`config.mk`:
```
export PLATFORM = sky130hd
export DESIGN_NAME = prm_edge_query_seq
export DESIGN_NICKNAME = d
export VERILOG_FILES = /design/src/rtl/prm_chk_pkg.sv /design/src/rtl/prm_tag_pipe.sv /design/src/rtl/prm_edge_query_seq.sv
export SDC_FILE = /design/constraint.sdc
export NUM_CORES = 1
export LEC_CHECK = 0
export BUFFER_PORTS_ARGS = -buffer_cell sky130_fd_sc_hd__buf_2
export CORE_MARGIN = 2
export CORE_UTILIZATION = 42
export CTS_BUF_LIST = sky130_fd_sc_hd__clkbuf_8
export CTS_CLUSTER_SIZE = 16
export DETAILED_ROUTE_END_ITERATION = 10
export PLACE_DENSITY = 0.65
export SETUP_SLACK_MARGIN = 0.4
export SYNTH_ARGS = -nofsm -noshare
export SYNTH_HDL_FRONTEND = slang
export SYNTH_HIERARCHICAL = 1
export SYNTH_SLANG_ARGS = --single-unit
```
`constraint.sdc`:
```
create_clock -name clk -period 3.4 [get_ports clk]
set_input_delay 0.17 -clock clk [delete_from_list [all_inputs] [get_ports clk]]
set_output_delay 0.17 -clock clk [all_outputs]
set_load 0.02 [all_outputs]
```
`src/rtl/prm_chk_pkg.sv`:
```
// Shared types and widths for the edge-query sequencer and its tag pipeline.
// Codes are 15 bits wide, one per checker input; step indices are 8 bits.
package prm_chk_pkg;

  localparam int CODE_W = 15;
  localparam int IDX_W  = 8;

  typedef enum logic [1:0] {
    ST_IDLE,
    ST_ISSUE,
    ST_DRAIN,
    ST_RESP
  } state_e;

  // Travels alongside each query; the step index is meaningful only while valid is set.
  typedef struct packed {
    logic             valid;
    logic [IDX_W-1:0] idx;
  } tag_t;

endpackage

```
`src/rtl/prm_tag_pipe.sv`:
```
// DEPTH-stage delay line of {valid, step index} tags that lines each query up with its checker result.
// With DEPTH = 0 the tag passes straight through, so the result is expected in the same cycle as the query.
module prm_tag_pipe
  import prm_chk_pkg::*;
#(
  parameter int DEPTH = 1
) (
  input  logic clk,
  input  logic rst,
  input  tag_t in_tag,
  output tag_t out_tag,
  output logic busy
);

  generate
    if (DEPTH == 0) begin : g_bypass
      assign out_tag = in_tag;
      assign busy    = 1'b0;
    end else begin : g_pipe
      tag_t stage_q [DEPTH];
      tag_t stage_d [DEPTH];

      always_comb begin
        stage_d[0] = in_tag;
        for (int i = 1; i < DEPTH; i++) begin
          stage_d[i] = stage_q[i-1];
        end
      end

      // NOTE: state is updated with non-blocking assignments so every stage samples its neighbour's pre-edge value.
      always_ff @(posedge clk) begin
        if (rst) begin
          // NOTE: only the valid bits are reset; a stale idx behind a cleared valid bit is never consumed.
          for (int i = 0; i < DEPTH; i++) begin
            stage_q[i].valid <= 1'b0;
          end
        end else begin
          stage_q <= stage_d;
        end
      end

      // NOTE: give every combinational output a default before the loop, so no path leaves it unassigned and no latch is inferred.
      always_comb begin
        busy = 1'b0;
        for (int i = 0; i < DEPTH; i++) begin
          busy = busy | stage_q[i].valid;
        end
      end

      assign out_tag = stage_q[DEPTH-1];
    end
  endgenerate

endmodule

```
`src/rtl/prm_edge_query_seq.sv`:
```
// Walks a stride sequence of configuration codes through an external edge-mask checker.
// Scanning stops at the first blocked code, and the scan reports whether a code was blocked and the index of that first code.
module prm_edge_query_seq
  import prm_chk_pkg::*;
#(
  parameter int CHK_LAT = 1
) (
  input  logic              clk,
  input  logic              rst,
  input  logic              req_valid,
  output logic              req_ready,
  input  logic [CODE_W-1:0] req_base,
  input  logic [CODE_W-1:0] req_stride,
  input  logic [IDX_W-1:0]  req_count,
  output logic              q_valid,
  output logic [CODE_W-1:0] q_code,
  input  logic              chk_mask,
  output logic              rsp_valid,
  input  logic              rsp_ready,
  output logic              rsp_hit,
  output logic [IDX_W-1:0]  rsp_idx
);

  state_e            state_q, state_d;
  logic [CODE_W-1:0] stride_q, stride_d;
  logic [IDX_W-1:0]  count_q, count_d;
  logic [IDX_W-1:0]  step_q, step_d;
  logic              q_valid_q, q_valid_d;
  logic [CODE_W-1:0] q_code_q, q_code_d;
  logic              rsp_hit_q, rsp_hit_d;
  logic [IDX_W-1:0]  rsp_idx_q, rsp_idx_d;

  tag_t issue_tag;
  tag_t chk_tag;
  logic pipe_busy;
  logic hit_now;
  logic last_step;

  assign issue_tag = '{valid: q_valid_q, idx: step_q};

  prm_tag_pipe #(
    .DEPTH (CHK_LAT)
  ) u_tag_pipe (
    .clk     (clk),
    .rst     (rst),
    .in_tag  (issue_tag),
    .out_tag (chk_tag),
    .busy    (pipe_busy)
  );

  // Only the first blocked result counts; chk_mask is ignored whenever no tag is aligned with it.
  assign hit_now   = chk_tag.valid & chk_mask & ~rsp_hit_q;
  assign last_step = (step_q == count_q - IDX_W'(1));

  always_comb begin
    state_d   = state_q;
    stride_d  = stride_q;
    count_d   = count_q;
    step_d    = step_q;
    q_valid_d = q_valid_q;
    q_code_d  = q_code_q;
    rsp_hit_d = rsp_hit_q;
    rsp_idx_d = rsp_idx_q;

    case (state_q)
      ST_IDLE: begin
        if (req_valid) begin
          stride_d  = req_stride;
          count_d   = req_count;
          step_d    = '0;
          rsp_hit_d = 1'b0;
          rsp_idx_d = '0;
          if (req_count == '0) begin
            state_d = ST_RESP;
          end else begin
            state_d   = ST_ISSUE;
            q_valid_d = 1'b1;
            q_code_d  = req_base;
          end
        end
      end

      ST_ISSUE: begin
        if (hit_now) begin
          rsp_hit_d = 1'b1;
          rsp_idx_d = chk_tag.idx;
          q_valid_d = 1'b0;
          q_code_d  = '0;
          state_d   = ST_DRAIN;
        end else if (last_step) begin
          q_valid_d = 1'b0;
          q_code_d  = '0;
          state_d   = ST_DRAIN;
        end else begin
          // Running adder; the sum wraps modulo 2^CODE_W by truncation.
          step_d   = step_q + IDX_W'(1);
          q_code_d = q_code_q + stride_q;
        end
      end

      ST_DRAIN: begin
        // pipe_busy includes the output stage, so the last result is still sampled here before moving on.
        if (pipe_busy) begin
          if (hit_now) begin
            rsp_hit_d = 1'b1;
            rsp_idx_d = chk_tag.idx;
          end
        end else begin
          state_d = ST_RESP;
        end
      end

      ST_RESP: begin
        if (rsp_ready) begin
          state_d = ST_IDLE;
        end
      end

      default: state_d = ST_IDLE;
    endcase
  end

  always_ff @(posedge clk) begin
    if (rst) begin
      state_q   <= ST_IDLE;
      stride_q  <= '0;
      count_q   <= '0;
      step_q    <= '0;
      q_valid_q <= 1'b0;
      q_code_q  <= '0;
      rsp_hit_q <= 1'b0;
      rsp_idx_q <= '0;
    end else begin
      state_q   <= state_d;
      stride_q  <= stride_d;
      count_q   <= count_d;
      step_q    <= step_d;
      q_valid_q <= q_valid_d;
      q_code_q  <= q_code_d;
      rsp_hit_q <= rsp_hit_d;
      rsp_idx_q <= rsp_idx_d;
    end
  end

  // Outputs are gated by rst so they read as idle for the whole reset window, including the partial cycle before the first reset edge.
  assign req_ready = (state_q == ST_IDLE) & ~rst;
  assign q_valid   = q_valid_q & ~rst;
  assign q_code    = rst ? '0 : q_code_q;
  assign rsp_valid = (state_q == ST_RESP) & ~rst;
  assign rsp_hit   = rsp_hit_q & ~rst;
  assign rsp_idx   = rst ? '0 : rsp_idx_q;

endmodule

```
## Word-level counts from Yosys, hierarchy flattened

Cells that the tools add are included.

- Add/subtract/negate cells: 3
- Eq/ne operators: 12
- Muxes and demuxes: 30
- Bitwise operators: 8
- Reduce and logical (&&, ||, !) cells: 10

Operator list:

| kind | number |
|---|---|
| 15-bit 2-to-1 mux | 5 |
| 8-bit 2-to-1 mux | 6 |
| 15-bit case mux with 2 select lines | 1 |
| 8-bit case mux with 3 select lines | 1 |
| 8-bit case mux with 2 select lines | 1 |
| 15-bit adder | 1 |
| 2-bit 2-to-1 mux | 6 |
| 2-bit != test (second input constant) | 6 |
| 4-bit AND reduction | 3 |
| 8-bit by 1-bit adder with 8-bit output (second input constant) | 1 |
| 8-bit == test | 1 |
| 8-bit logical NOT | 1 |
| 2-bit case mux with 4 select lines | 1 |
| 8-bit by 1-bit subtractor with 8-bit output (second input constant) | 1 |
| 1-bit 2-to-1 mux | 7 |
| 1-bit AND | 6 |
| 3-bit AND reduction | 2 |
| 2-bit == test (second input constant) | 2 |
| 3-bit != test (second input constant) | 1 |
| 1-bit case mux with 3 select lines | 1 |
| 3-bit nonzero test | 1 |
| 2-bit by 1-bit == test with 1-bit output (second input constant) | 1 |
| 2-bit logical NOT | 1 |
| 2-bit by 1-bit != test with 1-bit output (second input constant) | 1 |
| other kinds (4) | 5 |

- Bits in registers: 67
- Input bits: 43
- Output and inout port bits: 27

## Longest topological paths before layout

Gate-level depths: netlist of run 1.

- Word-level depth: 5
- Depth in mapped cells: 10
- Mapped depth without buffers: 10

## Modules after synthesis

Netlist of run 1, hierarchy kept.

Modules (own cells, without submodules):

| module | instances | cells each | area each (sq um) | sequential area each (sq um) |
|---|---|---|---|---|
| prm_edge_query_seq | 1 | 419 | 3,418.3 | 1,161.1 |
| prm_tag_pipe | 1 | 12 | 277.8 | 260.2 |

## Worst setup path after synthesis of run 1

OpenSTA, ideal clock, no wires.

- Kind: reg2reg
- Start point: register stride_q[0]
- End point: register q_code_q[14]
- Setup time: 0.128 ns
- Data arrival time: 2.303 ns
- Setup slack: 0.969 ns
- Stages on the path, launching flop included: 11
- Clock period less this slack: 2.431 ns
- Path through: dfxtp_1 -> ha_1 -> fa_1 -> a211oi_1 -> o21bai_1 -> a311oi_2 -> o21ai_0 -> a21oi_1 -> xnor2_1 -> a222oi_1 -> nor2_1

- Longest elaborated chain between the ends: 4

RTL lines:

| what | RTL line | text |
|---|---|---|
| from (decl) | prm_edge_query_seq.sv:25 | `logic [CODE_W-1:0] stride_q, stride_d;` |
| from (signal assigned) | prm_edge_query_seq.sv:135 | `stride_q <= stride_d;` |
| 15-bit adder | prm_edge_query_seq.sv:97 | `q_code_d = q_code_q + stride_q;` |
| 15-bit 2-to-1 mux | prm_edge_query_seq.sv:90 | `end else if (last_step) begin` |
| 15-bit 2-to-1 mux | prm_edge_query_seq.sv:84 | `if (hit_now) begin` |
| 15-bit case mux with 2 select lines | prm_edge_query_seq.sv:65 | `case (state_q)` |
| to (signal assigned) | prm_edge_query_seq.sv:139 | `q_code_q <= q_code_d;` |
| to (decl) | prm_edge_query_seq.sv:29 | `logic [CODE_W-1:0] q_code_q, q_code_d;` |

No other way between the ends.
A chain may end at the register's enable or synchronous reset.

## Final worst setup path of run 1

Ends and elaborated chain as after synthesis.

==> impl_metrics.csv, run 1 <==
group,metric,value,unit
route,vias,3238,
grt,grt_use_total,19.0,%
worst_hold_path,min_to,"stride_q[9]$_SDFFE_PP0P_",
worst_hold_path,hold_path_depth,3,
route,antenna_left,0,
route,routed_wl,8690,µm
sta,fin_skew,0.0104,ns
clocking,cts_hold_buffers,0,
run_status,status,"completed",
die,io_pins,70,
clocking,numCtsBuffers,9,
route,drc,0,
sta,rsz0062_at_grt,"false",
pwr,p_per_area,566,nW/µm²
pwr,finalPower,2460,µW
sta,whs,0.0447,ns
grt,grt_pass1_wl,15000,µm
die,start_util,42.8,%
die,die-area,9570,µm²
grt,first_global_vias,3140,
clocking,cts_max_path_buffers,2,
cells_and_area,final_cell_mix,"buf_2, nand2_1, dfxtp_1, a21oi_1, nor2_1",
clocking,cts-root-buf,"clkbuf_8",
clocking,cts.sinks,67,
run,max_cap_violations,0,
cells_and_area,mostFrequentLayoutCell,"buf_2",
die,coreArea,8640,µm²
route,vias_per_cell,5.32,
route,avgRoutedWirePerCell,14.3,µm
synth,syn_inst,431,
cells_and_area,n_fill_cell,851,
clocking,htree_num_levels,3,
place,portBuffers,69,
clocking,ctsResizeCount,0,
cells_and_area,layout-drive-gt1-share,20.6,%
sta,final.setup.tns,0,ns
pwr,leakagePower,0.00198,µW
clocking,postCtsSetupBuffers,0,
sta,clock.fmax,368,MHz
grt,antenna_found_initial,0,
route,drt_pass1_iterations,6,
critical_path,rrSetupSlack,0.68,ns
route,drt_iter0_markers,237,
place,place_area,4130,µm²
critical_path,r2r_end,"q_code_q[14]$_SDFFE_PP0P_",
synth,synth_edf_count,8,
place,hpwl,6270,µm
cells_and_area,areaGrowthSynthToFinish,17.6,%
pwr,peakVddDrop,0.359,mV
synth,yosysTopAreaCell,"dfxtp_1",
clocking,tritoncts,"done",
sta,fin_crit_sh,79.9,%
sta,setup_violations,0,
critical_path,r2r_cells,10,
critical_path,crit_required,3.63,ns
critical_path,arrival,2.95,ns
critical_path,critical_path.max_fanout,3,
synth,ys_top_cells_by_area,"dfxtp_1, ha_1, nand2_1",
sta,drv_slew,0,
clocking,clk_latency,0.35,ns
synth,ys_ff_latch,67,
synth,synthArstFlopShare,0,%
cells_and_area,n_antenna_cell,0,
sta,tightest_slew,0.816,ns
cells_and_area,final_util,50.3,%
critical_path,worstReg2RegStart,"stride_q[0]$_SDFFE_PP0P_",
grt,grt_max_degree,48,
synth,yosys_warnings,6,
worst_hold_path,hp-start,"req_stride[9]",
place,place.gp.congestion,0.833,
sta,hold_violations,0,
die,die_h,97.8,µm
cells_and_area,fin_area,4350,µm²
synth,syn_avg_cell_area,8.58,µm²
sta,maxSlewHeadroom,45.6,%
die,die_x,97.8,µm
synth,ys_seq_area_share,38.5,%
clocking,path_clk_slew,0.09,ns
critical_path,startpoint_type,"flip-flop",
critical_path,critPathKind,"reg -> reg",
synth,yosysUniqueCellTypes,48,
cells_and_area,num-nets-final,561,
synth,syn_area,3700,µm²
die,rows,34,
sta,min_period,2.72,ns
synth,yosysTopAreaCellShare,32.0,%
synth,synth_ff_type,"dfxtp_1",
synth,synth_fp_nets,496,
worst_hold_path,hp-class,"in -> reg",
critical_path,crit_path_end_kind,"flip-flop",
grt,grt.overflow.total,0,
Yosys cell counts, drive strengths merged (2+ instances only):
| cell type | number |
|---|---|
| o21bai | 4 |
| ha | 21 |
| and3 | 5 |
| a2111oi | 4 |
| dfxtp | 59 |
| a21oi | 38 |
| xnor2 | 15 |
| nor4 | 4 |
| nor2 | 36 |
| xor2 | 16 |
| nand4 | 6 |
| nor2b | 24 |
| a211oi | 5 |
| nand2 | 66 |
| nor3 | 5 |
| a21o | 8 |
| inv | 19 |
| nand3 | 6 |
| or3 | 2 |
| mux2i | 2 |
| buf | 3 |
| o21ai | 17 |
| clkbuf | 16 |
| a211o | 2 |
| edfxtp | 8 |
| a222oi | 15 |
| nand2b | 11 |
registers in the layout, summed over array words and instances (netlist names):
signal,cells
u_tag_pipe/out_tag,8
step_q,8
stride_q,15
u_tag_pipe/busy,1
q_valid_q,1
rsp_idx_q,8
count_q,8
rsp_hit_q,1
state_q,2
q_code_q,15
through the flow:
step / setup slack [ns] / instances
finish: 0.684 / 609
global placement: 0.697 / 593
floorplan: 0.969 / 431
global route: 0.476 / 609
CTS: 0.498 / 609
detailed placement: 0.529 / 593
power by group:
part | internal (µW) | switching [µW] | leakage [µW]
registers | 884 | 79.8 | 0.000565
logic | 325 | 474 | 0.00132
clock network | 351 | 348 | 0.0000988
total | 1560 | 902 | 0.00198
how the worst max path moves through the flow:
stage,start,to,slack [ns],cells past startpoint
6_report,stride_q[0]$_SDFFE_PP0P_,q_code_q[14]$_SDFFE_PP0P_,0.68,10
5_1_grt,count_q[0]$_SDFFE_PP0P_,state_q[0]$_SDFFE_PP0P_,0.48,10
4_1_cts,count_q[0]$_SDFFE_PP0P_,q_code_q[5]$_SDFFE_PP0P_,0.50,9
3_5_place_dp,count_q[0]$_SDFFE_PP0P_,q_code_q[5]$_SDFFE_PP0P_,0.53,9
3_3_place_gp,count_q[0]$_SDFFE_PP0P_,q_code_q[1]$_SDFFE_PP0P_,0.70,9
2_1_floorplan,stride_q[0]$_SDFFE_PP0P_,q_code_q[14]$_SDFFE_PP0P_,0.97,10
cell families after synthesis:
group,after synthesis,share of synthesized area [%]
buffers and inverters,38,4.06
AND/OR/NAND/NOR,170,22.5
adder cells (fa/ha/maj),22,7.65
AO/OA/AOI/OAI,101,19.5
flip-flops,67,38.5
multiplexers,2,0.542
XOR/XNOR,31,7.35
worst max-delay path, cell delays in order (launching register included):
cell and delay, ns:
dfxtp_1 0.32, ha_1 0.22, fa_1 0.43, a211oi_2 0.31
o21bai_1 0.16, a311oi_2 0.36, o21ai_0 0.14, a21oi_1 0.19
xnor2_1 0.08, a222oi_1 0.32, nor2_1 0.07
final cells by class:
cell class | instances | area [µm²] | share of cell area, %
inverter | 19 | 71.3 | 1.64
clock buffer | 9 | 124 | 2.85
clock inverter | 7 | 82.6 | 1.90
sequential | 67 | 1420 | 32.7
multi-input combinational | 326 | 2140 | 49.2
timing repair buffer | 73 | 375 | 8.64
tap | 108 | 135 | 3.11
routing by layer:
metal	global-route usage (%)	vias to the layer above	share of wire, %
li1	-	1645	-
met1	26.6	1498	49
met2	29.4	89	45
met3	4.58	6	5.2
met4	5.02	0	0.77
met5	0	-	0
Note: power is estimated with default switching activity, not from simulation.
==> inputs of run 2 (changes only) <==
ABC_AREA = 1   (was unset)
PLACE_DENSITY = 0.67   (was 0.65)
clock period = 2.43 ns   (was 3.4 ns; I/O delays follow)
==> impl_metrics.csv, run 2 <==
group,metric,value,unit
worst_hold_path,min_to,"stride_q[8]$_SDFFE_PP0P_",
place,place.gp.congestion,0.966,
clocking,tritoncts,"done",
place,dp.cells,796,
clocking,cts-root-buf,"clkbuf_8",
route,antenna_left,0,
synth,syn_inst,611,
route,drt_pass1_iterations,5,
synth,yosysTopAreaCell,"dfxtp_1",
pwr,p_seq_share,29.2,%
sta,hold_violations,0,
pwr,netSwitchingFraction,45.6,%
sta,whs,0.0128,ns
pwr,combinationalPowerShare,52.0,%
critical_path,startpoint_type,"flip-flop",
synth,yosysUniqueCellTypes,38,
sta,drv_slew,0,
synth,ys_seq_area_share,34.4,%
critical_path,r2r_end,"step_q[4]$_SDFFE_PP0P_",
grt,antenna_found_initial,0,
die,coreArea,9640,µm²
clocking,cts_hold_buffers,0,
critical_path,path_cells,"inv_6, ha_4, inv_1, nand2_1, nand2_2, nor2_1, nand3_1, nor2_1, nand3_1, nor2_4, buf_4, nand2_2, nand4_1, a21oi_1",
die,rows,36,
critical_path,rrSetupSlack,0.46,ns
place,hpwl,7950,µm
critical_path,critical_path.max_fanout,5,
sta,tightest_slew,0.403,ns
route,drc,0,
run_status,status,"completed",
cells_and_area,areaGrowthSynthToFinish,23.1,%
die,io_pins,70,
cells_and_area,reg.largest.list,"q_code_q: 15 flops, stride_q: 15 flops",
grt,grt_max_degree,48,
cells_and_area,layoutNonFillerInstCount,828,
grt,grt_pass1_wl,17600,µm
synth,synthTopCellsByCount,"nand2_1, nor2_1, inv_1",
run,max_cap_violations,0,
sta,maxSlewHeadroom,73.1,%
pwr,p_per_area,1040,nW/µm²
place,portBuffers,69,
clocking,clk_latency,0.36,ns
synth,ys_ff_latch,67,
route,routed_wl,11600,µm
synth,syn_avg_cell_area,6.76,µm²
synth,synth_fp_nets,676,
clocking,path_clk_slew,0.09,ns
sta,final.setup.tns,0,ns
synth,synth_ff_type,"dfxtp_1",
cells_and_area,num-nets-final,755,
worst_hold_path,hold_path_depth,3,
synth,syn_area,4130,µm²
worst_hold_path,hp-start,"req_stride[8]",
route,vias,4211,
critical_path,crit_required,2.67,ns
synth,ys_top_cells_by_area,"dfxtp_1, nand2_1, nor2_1",
clocking,numCtsBuffers,9,
die,die_x,103,µm
die,die-area,10600,µm²
synth,synth_edf_count,8,
sta,setup_violations,0,
grt,grt_use_total,21.0,%
grt,first_global_vias,3667,
die,die_h,103,µm
synth,yosysMostFrequentCell,"nand2_1",
cells_and_area,final_cell_mix,"nor2_1, nand2_1, inv_1, buf_2, dfxtp_1",
synth,yosysTopAreaCellShare,28.6,%
critical_path,worstReg2RegStart,"count_q[0]$_SDFFE_PP0P_",
worst_hold_path,hp-class,"in -> reg",
synth,yosys_warnings,6,
cells_and_area,layout-drive-gt1-share,20.4,%
cells_and_area,final_util,52.8,%
cells_and_area,n_antenna_cell,0,
clocking,htree_num_levels,3,
pwr,peakVddDrop,0.429,mV
route,avgRoutedWirePerCell,14.1,µm
clocking,cts_max_path_buffers,2,
critical_path,critPathKind,"reg -> reg",
sta,min_period,1.97,ns
critical_path,crit_path_end_kind,"flip-flop",
pwr,leakagePower,0.00237,µW
grt,grt.overflow.total,0,
route,drt_iter0_markers,210,
critical_path,arrival,2.21,ns
sta,fin_crit_sh,80.9,%
critical_path,cp_slowest_cell,"dfxtp_4",
clocking,cts.sinks,67,
route,vias_per_cell,5.09,
pwr,p_sw,2420,µW
synth,synthArstFlopShare,0,%
die,start_util,42.9,%
critical_path,slowest_delay,0.39,ns
pwr,clkPwrFrac,18.8,%
sta,rsz0062_at_grt,"true",
sta,fin_skew,0.00844,ns
sta,clock.fmax,509,MHz
pwr,intPower,2890,µW
critical_path,r2r_cells,14,
## run 2: changes by cell type after synthesis, moves of 20 or more
cell     before  now
nand4_1       6   26
inv_1        19   85
nand2_1      66  100
o21ai_0      17   38
nor2b_1      24    0
nand3_1       6   44
nor2_1       36   98
## run 2: worst max path at each step
| stage | startpoint | end | depth (start not counted) |
|---|---|---|---|
| CTS | state_q[0]$_SDFFE_PP0P_ | q_code_q[4]$_SDFFE_PP0P_ | 11 |
| global placement | state_q[0]$_SDFFE_PP0P_ | rsp_idx_q[3]$_SDFFE_PP0P_ | 7 |
| floorplan | count_q[0]$_SDFFE_PP0P_ | q_code_q[10]$_SDFFE_PP0P_ | 14 |
| detailed placement | state_q[0]$_SDFFE_PP0P_ | q_code_q[4]$_SDFFE_PP0P_ | 11 |
| finish | count_q[0]$_SDFFE_PP0P_ | step_q[4]$_SDFFE_PP0P_ | 14 |
| global route | count_q[0]$_SDFFE_PP0P_ | step_q[3]$_SDFFE_PP0P_ | 14 |
## run 2: cells by family (layout without fill, tap and decap cells)
family,Yosys count,in the layout,synth area share (%)
AOI/OAI and AO/OA,104,104,13.9
xor gates and xnor gates,16,16,3.39
adders and majority gates,22,22,6.84
buffers and inverters,115,197,10.8
DFF,67,67,34.4
and+or+nand+nor,287,289,30.6
## run 2: routing by layer
metal,vias up,GRT usage [%],share of wire [%]
met4,0,6.38,1.5
li1,2160,-,-
met1,1904,30.7,51
met3,12,3.76,5.3
met5,-,0,0
met2,135,31.8,42
## run 2: cell type report
cell class                 instances  area, µm²
clock inverter                     7       82.6
clock buffer                       9        124
timing repair buffer              90        566
tap                              133        166
sequential                        67       1430
multi-input combinational        431       2360
inverter                          91        358
fill                             969       4550
## run 2: what timing repair did
| item | 4_1_cts | 5_1_grt |
|---|---|---|
| pin swaps | 1 | 8 |
| setup endpoints to repair | 24 | 34 |
| setup buffers | 2 | 9 |
| gates resized for setup | 4 | 36 |
| gates cloned | 0 | 5 |
## run 2: power by group through the flow
| stage | registers [µW] | logic [µW] | clock network, µW |
|---|---|---|---|
| after global placement | 1550 | 2270 | 0 |
| after global routing | 1580 | 3100 | 1060 |
| after detailed placement | 1560 | 2300 | 0 |
| after floorplan | 1500 | 1770 | 0 |
| final | 1550 | 2760 | 999 |
| after CTS | 1540 | 2330 | 1020 |
## run 2: worst max-delay path: cells and delay by family, from the launching register on
| kind | cells | cell delay [ns] |
|---|---|---|
| buf+inv | 3 | 0.23 |
| compound gates | 1 | 0.08 |
| simple gates | 9 | 0.87 |
| flops | 1 | 0.39 |
| fa+ha+maj | 1 | 0.26 |
## run 2: metrics by stage
step / setup slack (ns) / total power [µW] / instance area (µm²)
floorplan: 0.639 / 3280 / 4130
global placement: 0.471 / 3820 / 4610
detailed placement: 0.357 / 3860 / 4610
CTS: 0.386 / 4880 / 4840
global route: 0.353 / 5750 / 5090
finish: 0.465 / 5310 / 5090
